**src/rtl/nerv_led_pkg.sv**
```systemverilog
// nerv_led_pkg: shared definitions for the NERV LED output stage.
//   - bit positions of the fields inside the SoC `leds` register word
//   - blink mode encoding and the decoded configuration record
//   - helpers to decode a register word and select the blink phase
// Build option: NERV_LED_BLINK_EN (when undefined the blink field is
// decoded as STEADY, so every blink setting behaves as steady).
package nerv_led_pkg;

   localparam int unsigned LED_EN_LSB    = 0;
   localparam int unsigned LED_EN_W      = 7;
   localparam int unsigned LED_DUTY_LSB  = 16;
   localparam int unsigned LED_BLINK_LSB = 20;

   localparam logic [3:0] DUTY_FULL = 4'hF;

   typedef enum logic [1:0] {
      STEADY = 2'b00,
      SLOW   = 2'b01,
      FAST   = 2'b10,
      RSVD   = 2'b11
   } blink_mode_t;

   typedef struct packed {
      blink_mode_t           blink;
      logic [3:0]            duty;
      logic [LED_EN_W-1:0]   en;
   } led_cfg_t;

   function automatic led_cfg_t unpack_cfg(input logic [31:0] word);
      led_cfg_t c;
      c.en   = word[LED_EN_LSB +: LED_EN_W];
      c.duty = word[LED_DUTY_LSB +: 4];
`ifdef NERV_LED_BLINK_EN
      c.blink = blink_mode_t'(word[LED_BLINK_LSB +: 2]);
`else
      c.blink = STEADY;
`endif
      return c;
   endfunction

   // RSVD behaves like STEADY.
   function automatic logic blink_phase(input blink_mode_t mode,
                                        input logic        slow,
                                        input logic        fast);
      logic ph;
      case (mode)
         SLOW:    ph = slow;
         FAST:    ph = fast;
         default: ph = 1'b1;
      endcase
      return ph;
   endfunction

endpackage

```
**src/rtl/nerv_led_timebase.sv**
```systemverilog
// nerv_led_timebase: PWM time base for the LED output stage.
// Ports:
//   i_clock       system clock
//   i_resetn      synchronous reset, active-low
//   o_tick        one cycle per PRESCALE clocks (prescaler at its last count)
//   o_boundary    tick on the last PWM step, i.e. end of a PWM period
//   o_pwm_cnt     4-bit PWM step, advances on tick, wraps 15 -> 0
//   o_slow_phase  blink phase, bit 9 of the period counter
//   o_fast_phase  blink phase, bit 7 of the period counter
// Build option: NERV_LED_BLINK_EN (period counter present only when defined;
// otherwise both phases are constant 1).
module nerv_led_timebase #(
   parameter int unsigned PRESCALE = 750
) (
   input  logic       i_clock,
   input  logic       i_resetn,
   output logic       o_tick,
   output logic       o_boundary,
   output logic [3:0] o_pwm_cnt,
   output logic       o_slow_phase,
   output logic       o_fast_phase
);

   localparam int unsigned      PRE_W    = (PRESCALE > 1) ? $clog2(PRESCALE) : 1;
   localparam logic [PRE_W-1:0] PRE_LAST = PRE_W'(PRESCALE - 1);

   logic [PRE_W-1:0] r_pre;
   logic [3:0]       r_pwm_cnt;
   logic             w_tick;
   logic             w_boundary;

   assign w_tick     = (r_pre == PRE_LAST);
   assign w_boundary = w_tick && (r_pwm_cnt == 4'hF);

   always_ff @(posedge i_clock) begin
      if (!i_resetn) begin
         r_pre     <= '0;
         r_pwm_cnt <= '0;
      end else begin
         r_pre <= w_tick ? '0 : r_pre + 1'b1;
         if (w_tick)
            r_pwm_cnt <= r_pwm_cnt + 4'd1;
      end
   end

`ifdef NERV_LED_BLINK_EN
   // Free-running period counter; mode changes never clear it.
   logic [9:0] r_blink_cnt;

   always_ff @(posedge i_clock) begin
      if (!i_resetn)
         r_blink_cnt <= '0;
      else if (w_boundary)
         r_blink_cnt <= r_blink_cnt + 10'd1;
   end

   assign o_slow_phase = r_blink_cnt[9];
   assign o_fast_phase = r_blink_cnt[7];
`else
   assign o_slow_phase = 1'b1;
   assign o_fast_phase = 1'b1;
`endif

   assign o_tick     = w_tick;
   assign o_boundary = w_boundary;
   assign o_pwm_cnt  = r_pwm_cnt;

endmodule

```
**src/rtl/nerv_led_pwm.sv**
```systemverilog
// nerv_led_pwm: LED output stage between the SoC `leds` register and the
// board LED pins. Per-LED enable, global 16-step PWM brightness, optional
// blinking, per-pin polarity correction. Configuration is captured every
// cycle but only applied at PWM period boundaries, so pins never glitch.
// Ports:
//   clock     system clock
//   resetn    synchronous reset, active-low
//   leds      SoC LED register word ([6:0] enable, [19:16] duty, [21:20] blink)
//   led_pins  registered pin drive, NUM_LEDS wide (ACTIVE_LOW_MASK = all dark)
// Build option: NERV_LED_BLINK_EN enables blink decoding; when undefined
// every blink setting behaves as steady.
module nerv_led_pwm
   import nerv_led_pkg::*;
#(
   parameter int unsigned          NUM_LEDS        = 7,
   parameter logic [NUM_LEDS-1:0]  ACTIVE_LOW_MASK = NUM_LEDS'(7'b1100000),
   parameter int unsigned          PRESCALE        = 750
) (
   input  logic                clock,
   input  logic                resetn,
   input  logic [31:0]         leds,
   output logic [NUM_LEDS-1:0] led_pins
);

   led_cfg_t            r_cfg_q;
   led_cfg_t            r_cfg_act;
   logic                w_tick;
   logic                w_boundary;
   logic [3:0]          w_pwm_cnt;
   logic                w_slow_phase;
   logic                w_fast_phase;
   logic                w_phase;
   logic                w_duty_hit;
   logic [NUM_LEDS-1:0] w_en;
   logic [NUM_LEDS-1:0] w_on;
   logic                w_unused;

   nerv_led_timebase #(
      .PRESCALE (PRESCALE)
   ) u_timebase (
      .i_clock      (clock),
      .i_resetn     (resetn),
      .o_tick       (w_tick),
      .o_boundary   (w_boundary),
      .o_pwm_cnt    (w_pwm_cnt),
      .o_slow_phase (w_slow_phase),
      .o_fast_phase (w_fast_phase)
   );

   // Shadow update: a word captured on the boundary edge itself is only
   // picked up at the following boundary.
   always_ff @(posedge clock) begin
      if (!resetn) begin
         r_cfg_q   <= '0;
         r_cfg_act <= '0;
      end else begin
         r_cfg_q <= unpack_cfg(leds);
         if (w_boundary)
            r_cfg_act <= r_cfg_q;
      end
   end

`ifdef NERV_LED_BLINK_EN
   assign w_phase  = blink_phase(r_cfg_act.blink, w_slow_phase, w_fast_phase);
   assign w_unused = ^{w_tick, leds[31:22], leds[15:7]};
`else
   assign w_phase  = 1'b1;
   assign w_unused = ^{w_tick, w_slow_phase, w_fast_phase, r_cfg_act.blink,
                       leds[31:20], leds[15:7]};
`endif

   // Full duty bypasses the compare so there is no dark step at the wrap.
   assign w_duty_hit = (r_cfg_act.duty == DUTY_FULL) || (w_pwm_cnt < r_cfg_act.duty);

   // Zero-extend (or truncate) the 7 enables; pins above bit 6 stay off.
   assign w_en = NUM_LEDS'(r_cfg_act.en);
   assign w_on = w_en & {NUM_LEDS{w_phase & w_duty_hit}};

   always_ff @(posedge clock) begin
      if (!resetn)
         led_pins <= ACTIVE_LOW_MASK;
      else
         led_pins <= w_on ^ ACTIVE_LOW_MASK;
   end

endmodule

```
**config.mk**
```make
export PLATFORM = sky130hd
export DESIGN_NAME = nerv_led_pwm
export DESIGN_NICKNAME = d
export VERILOG_FILES = /design/src/rtl/nerv_led_pkg.sv /design/src/rtl/nerv_led_timebase.sv /design/src/rtl/nerv_led_pwm.sv
export SDC_FILE = /design/constraint.sdc
export NUM_CORES = 1
export LEC_CHECK = 0
export BUFFER_PORTS_ARGS = -buffer_cell sky130_fd_sc_hd__buf_4
export CAP_MARGIN = 25
export CELL_PAD_IN_SITES_DETAIL_PLACEMENT = 0
export CELL_PAD_IN_SITES_GLOBAL_PLACEMENT = 1
export CORE_MARGIN = 1.5
export CORE_UTILIZATION = 42
export DETAILED_ROUTE_END_ITERATION = 10
export PLACE_DENSITY = 0.82
export RECOVER_POWER = 100
export SYNTH_ARGS = -nofsm -noshare
export SYNTH_HDL_FRONTEND = slang
export SYNTH_SLANG_ARGS = --single-unit
```
**constraint.sdc**
```tcl
create_clock -name clock -period 3.11 [get_ports clock]
set_input_delay 0.1555 -clock clock [delete_from_list [all_inputs] [get_ports clock]]
set_output_delay 0.1555 -clock clock [all_outputs]
set_load 0.02 [all_outputs]
```
==> summary.txt, run 1 <==
Run status
  • Status: finished with violations
  • Violated checks: capacitance limit, slew limit

Power
  • Logic pwr share: 0.038
  • P_sw: 0.2052 mW
  • Pleak: 0.6996 nW
  • Clock Power Share: 0.404
  • Pwr dens: 519.2 mW/mm2
  • Max IR drop VDD: 0.3159 mV
  • Pint: 0.8173 mW
  • Switch share: 0.2007
  • Share of power burned in registers: 0.558

CTS
  • CTS clk-pin slew, worst paths: 0.08 ns
  • H-tree levels: 2
  • CTS Buf Count: 5
  • Skew-Pair Late Insertion Delay: 0.29 ns
  • Cts hold-fix bufs: 0
  • CTS tree: yes
  • Max clock buf depth: 2
  • PostCTS Resize Cnt: 0
  • Root buf cell: clkbuf_8
  • Setup Fix Bufs, Post-CTS: 0
  • Clock sink total: 43

Setup path
  • Critical path fanouts, max: 22
  • WS Path Type: register to register
  • Worst Path Required: 3.25 ns
  • Slowest CP cell: nand4_1
  • Crit-path leading delay family: simple AND/OR/NAND/NOR gates
  • CP arrival: 2.38 ns
  • Startpoint types: register
  • Worst reg2reg startpoint: u_timebase.r_pre[0]$_SDFF_PP0_
  • CP cell instances: ha_1, and4bb_1, nand4_1, nand3_1, o21ai_0
  • CP Buf/Inv Count: 0
  • CP endpoint kind: register
  • CP peak stage delay: 0.67 ns
  • Setup crit start: u_timebase.r_pre[0]$_SDFF_PP0_

Logic synthesis
  • Avg Cell Area, Syn: 8.873 um2
  • Mapped Cells: 197
  • Synthesis warning total: 0
  • Yosys cell types: 30
  • Most used DFF post-synth: dfxtp_1
  • Most frequent cells after synthesis: dfxtp_1, nand3_1, o21ai_0
  • Top cells by area, synth: dfxtp_1, nand3_1, o21ai_0, and2_1, ha_1
  • Syn_nets: 237
  • Cell taking the most area after synthesis: dfxtp_1
  • Top-count cell post-synth: dfxtp_1
  • Synth async-reset ratio: 0
  • Mapped Area: 0.001748 mm2
  • Synth Register Bits: 43
  • EDFF count, synth: 0
  • Seq/Total Area, Yosys: 0.4925
  • Share of the synthesized area in the top cell type: 0.4925

Place
  • Final GP Congestion: 0.8683
  • Setup WS pre-CTS: 0.9519 ns
  • Final HPWL DP: 2028 um
  • I/O Buffers: 19
  • Dpl cell area: 0.001901 mm2

Cells and area
  • Design area: 0.001969 mm2
  • Core Util, Final: 0.4923
  • Area grow syn2layout: 12.67%
  • Fraction of layout cells with a size suffix above 1: 0.09005
  • Nets: 251
  • Antenna Cells: 0

Routing
  • DR vias: 1347
  • Total Wirelength: 3109 um
  • Average vias per placed instance: 5.161
  • DRT antenna net count: 0
  • First-pass DRT Iterations: 4
  • WL/cell: 11.91 um
  • DR iter-0 viols: 72
  • # DRC: 0

Timing
  • Max-slew violations: 62
  • RSZ-0062 raised after global routing: false
  • Worst hold margin: 0.07113 ns
  • Slew Limit Headroom: -0.4197
  • Max Clock Skew: 0.008151 ns
  • Period minus WS final: 2.243 ns
  • Final Hold Viols: 0
  • Setup_tns: 0 ns
  • Final setup margin: 0.8670 ns
  • F_max: 445.8 MHz
  • # setup viols final: 0
  • Crit share post-route: 0.7212
  • Worst-Margin Slew: 2.130 ns

Floorplanning
  • I/O pin cnt: 41
  • Core area: 0.004000 mm2
  • Starting Density: 0.4370
  • Die Span X: 67.51 um
  • DIE AREA: 0.004558 mm2
  • Site Rows: 23
  • Die Y: 67.51 um

Global route
  • Largest net degree at the start of global routing: 62
  • Initial antenna violation count: 0
  • Vias in the first global route: 1123
  • GR Util All Layers: 0.1415
  • Grt ovf: 0
  • First-pass GRT wire length: 4823 um

Worst hold path
  • Hold Path Origin: leds[17]
  • HP Class: input port to register

Job
  • Max Cap Viol: 1
==> cells by family after synthesis <==
| group | after synthesis | synth area share |
|---|---|---|
| flip-flops | 43 | 0.4925 |
| buffers and inverters | 19 | 0.04510 |
| AND/OR/NAND/NOR | 86 | 0.2720 |
| multiplexers | 1 | 0.005727 |
| adder cells (fa/ha/maj) | 6 | 0.04295 |
| XOR/XNOR | 4 | 0.02004 |
| AO/OA/AOI/OAI | 38 | 0.1217 |
==> metrics by stage <==
stage,power [mW],instances
final,1.022,261
after global routing,1.061,261
after CTS,1.033,261
after detailed placement,0.6238,254
after global placement,0.6213,254
after floorplan,0.6079,197
==> cell type report <==
type                            count  area (um2)
Fill cell                         393        2031
Multi-Input combinational cell    135       804.5
Timing Repair Buffer               19       112.6
Inverter                            7       26.28
Clock buffer                        6       72.57
Tap cell                           50       62.56
Clock inverter                      1       30.03
Sequential cell                    43       860.8
==> path summary, 6_finish.rpt <==
path | cells after the start | slack (ns) | to
setup / recovery | 5 | 0.87 | w_en[6]$_SDFFE_PN0P_
hold / removal | 2 | 0.07 | r_cfg_q[8]$_SDFF_PN0_
setup reg to reg | 5 | 0.87 | w_en[6]$_SDFFE_PN0P_
hold reg to reg | 2 | 0.44 | r_cfg_act[7]$_SDFFE_PN0P_
==> power groups by stage <==
stage	Combinational [mW]	Sequential, mW	Clock, mW
finish	0.0390	0.571	0.413
global route	0.0445	0.573	0.444
CTS	0.0402	0.571	0.422
detailed placement	0.0400	0.584	0
global placement	0.0384	0.583	0
floorplan	0.0275	0.580	0
==> flip-flops by register name, indices dropped and copies added (netlist names) <==
register              cells
w_en                      7
r_cfg_q                  11
r_cfg_act                 4
u_timebase.r_pre         10
led_pins                  7
u_timebase.o_pwm_cnt      4
==> metal layers <==
layer,vias up,GRT usage,wire length [um]
li1,706,-,-
met1,617,0.1781,1546
met2,22,0.2206,1384
met3,2,0.05500,154
met4,0,0.04847,23
met5,-,0,0
==> cells in the final DEF (no fill, tap or decap), drive strengths merged, types with 3 or more instances in the layout <==
master   n
dfxtp   43
nand3   26
o21ai   24
nand2   20
and2    15
clkbuf  14
buf     11
inv      7
nand3b   7
nor2     6
ha       6
a21oi    5
xnor2    4
and3     4
a21boi   3
nand4    3
Power figures use the tool's default switching activity.
==> run 2: changes to the inputs <==
--- a/config.mk
+++ b/config.mk
@@ -10,9 +10,9 @@
 export CELL_PAD_IN_SITES_DETAIL_PLACEMENT = 0
 export CELL_PAD_IN_SITES_GLOBAL_PLACEMENT = 1
 export CORE_MARGIN = 1.5
-export CORE_UTILIZATION = 42
+export CORE_UTILIZATION = 35
 export DETAILED_ROUTE_END_ITERATION = 10
-export PLACE_DENSITY = 0.82
+export PLACE_DENSITY = 0.73
 export RECOVER_POWER = 100
 export SYNTH_ARGS = -nofsm -noshare
 export SYNTH_HDL_FRONTEND = slang
==> constraint.sdc (replaced) <==
create_clock -name clock -period 2 [get_ports clock]
set_input_delay 0.1 -clock clock [delete_from_list [all_inputs] [get_ports clock]]
set_output_delay 0.1 -clock clock [all_outputs]
set_load 0.02 [all_outputs]
==> run 2 against run 1 <==
  * The flow now finishes without violations
  * First-iteration DRC count down 1.4%
  * Worst setup slack got worse by 0.58 ns
  * Cell count rose by 9.2%
  * Register-to-register slack got worse by 0.58 ns
  * Sequential share of layout area down 1.2 points
  * Die area up 19%
  * Clock skew is 0.0047 ns lower
  * Combinational power is 67% higher
  * Global-route usage is 1.4 points lower
  * Clock power rose by 29%
  * Maximum frequency rose by 31%
==> summary.txt, run 2 (same netlist as run 1, synthesis figures left out) <==
Place
  • Final HPWL DP: 1998 um
  • I/O Buffers: 19
  • Final GP Congestion: 0.7712
  • Dpl cell area: 0.001944 mm2

Timing
  • Final Hold Viols: 0
  • Max Clock Skew: 0.003409 ns
  • RSZ-0062 raised after global routing: false
  • Worst-Margin Slew: 1.030 ns
  • Slew Limit Headroom: 0.3132
  • # setup viols final: 0
  • F_max: 582.1 MHz
  • Period minus WS final: 1.718 ns
  • Setup_tns: 0 ns
  • Max-slew violations: 0
  • Crit share post-route: 0.8589

Cells and area
  • Nets: 257
  • Area grow syn2layout: 15.75%
  • Antenna Cells: 0
  • Fraction of layout cells with a size suffix above 1: 0.1055
  • Most frequent cells in the layout: dfxtp_1, nand3_1, o21ai_0
  • Top reg by flops: r_cfg_q
  • Most common cell after layout, fill and taps aside: dfxtp_1
  • Design area: 0.002023 mm2
  • Largest register FFs: 11
  • Biggest regs: r_cfg_q (11), u_timebase.r_pre (10)
  • Core Util, Final: 0.4255

Floorplanning
  • DIE AREA: 0.005427 mm2
  • Core area: 0.004755 mm2
  • Die Y: 73.67 um
  • Starting Density: 0.3676
  • I/O pin cnt: 41
  • Die Span X: 73.67 um
  • Site Rows: 25

Setup path
  • CP arrival: 1.93 ns
  • R2R depth: 5
  • Startpoint types: register
  • Critical path fanouts, max: 7
  • WS Path Type: register to register
  • Worst Path Required: 2.22 ns
  • CP endpoint kind: register

Routing
  • Total Wirelength: 3105 um
  • First-pass DRT Iterations: 4
  • DR vias: 1324
  • DRT antenna net count: 0
  • WL/cell: 10.89 um
  • # DRC: 0
  • DR iter-0 viols: 71
  • Average vias per placed instance: 4.646

Power
  • Pleak: 0.7148 nW
  • Max IR drop VDD: 0.4858 mV
  • Pwr dens: 734.9 mW/mm2

CTS
  • Setup Fix Bufs, Post-CTS: 0
  • Root buf cell: clkbuf_8
  • Max clock buf depth: 2
  • Clock sink total: 43
  • Cts hold-fix bufs: 2
  • PostCTS Resize Cnt: 0
  • Skew-Pair Late Insertion Delay: 0.29 ns
  • H-tree levels: 2
  • CTS tree: yes
  • CTS clk-pin slew, worst paths: 0.08 ns
  • CTS Buf Count: 5

Global route
  • Grt ovf: 0
  • GR Util All Layers: 0.1271
  • Vias in the first global route: 1127
  • First-pass GRT wire length: 5306 um
  • Initial antenna violation count: 0
  • Largest net degree at the start of global routing: 62

Run status
  • Status: complete, no violations

Worst hold path
  • WHS Path Cells: 2
  • HP Class: input port to register

Job
  • Max Cap Viol: 0
-- run 2: cell types whose count changed in the layout (fill, tap and decap cells not counted) --
cell	before	now
clkbuf_2	0	1
dlygate4sd3_1	0	3
clkinvlp_4	0	1
and2_1	10	9
buf_4	11	13
and2_0	5	6
clkinv_2	0	1
bufinv_16	1	0
-- run 2: path summary, 6_finish.rpt --
kind,start,end,slack (ns)
worst max-delay path,u_timebase.r_pre[0]$_SDFF_PP0_,u_timebase.o_pwm_cnt[3]$_SDFFE_PN0N_,0.28
worst max register to register,u_timebase.r_pre[0]$_SDFF_PP0_,u_timebase.o_pwm_cnt[3]$_SDFFE_PN0N_,0.28
worst min register to register,r_cfg_q[6]$_SDFF_PN0_,w_en[6]$_SDFFE_PN0P_,0.44
worst min-delay path,leds[19],r_cfg_q[10]$_SDFF_PN0_,0.009
-- run 2: final cells by class --
| class | count | area [um2] |
|---|---|---|
| fillers | 524 | 2731 |
| clock buffers | 6 | 72.57 |
| well taps | 67 | 83.83 |
| flip-flops and latches | 43 | 860.8 |
| multi-input cells | 135 | 804.5 |
| clock inverters | 2 | 12.51 |
| inverters | 7 | 26.28 |
| repair buffers | 25 | 162.7 |
-- run 2: critical path: stages (launching register included) --
cell and delay [ns]:
dfxtp_1 0.44, ha_1 0.19, and4bb_1 0.34, nand3_4 0.13, or3_1 0.35, a21boi_0 0.17
-- run 2: where the power goes --
group / switching [mW] / internal, mW / total, mW
registers: 0.0130 / 0.874 / 0.887
clock network: 0.290 / 0.244 / 0.534
logic: 0.0312 / 0.0341 / 0.0653
total: 0.335 / 1.15 / 1.49
-- run 2: through the flow --
| step | setup slack [ns] | hold slack, ns | instances | power [mW] |
|---|---|---|---|---|
| 6_report | 0.2821 | 0.009045 | 285 | 1.487 |
| 4_1_cts | 0.3617 | 0.0001377 | 284 | 1.509 |
| 2_1_floorplan | 0.5482 | 0.2273 | 197 | 0.9453 |
| 3_5_place_dp | 0.3796 | 0.3115 | 274 | 0.9701 |
| 3_3_place_gp | 0.4169 | 0.3081 | 274 | 0.9693 |
| 5_1_grt | 0.1418 | 0.01088 | 285 | 1.553 |
-- run 2: metal layers --
| layer | vias to the layer above | track usage | share of wire |
|---|---|---|---|
| met5 | - | 0 | 0 |
| met4 | 0 | 0.05556 | 0.016 |
| met3 | 5 | 0.04115 | 0.031 |
| met2 | 15 | 0.1812 | 0.42 |
| met1 | 584 | 0.1747 | 0.53 |
| li1 | 720 | - | - |
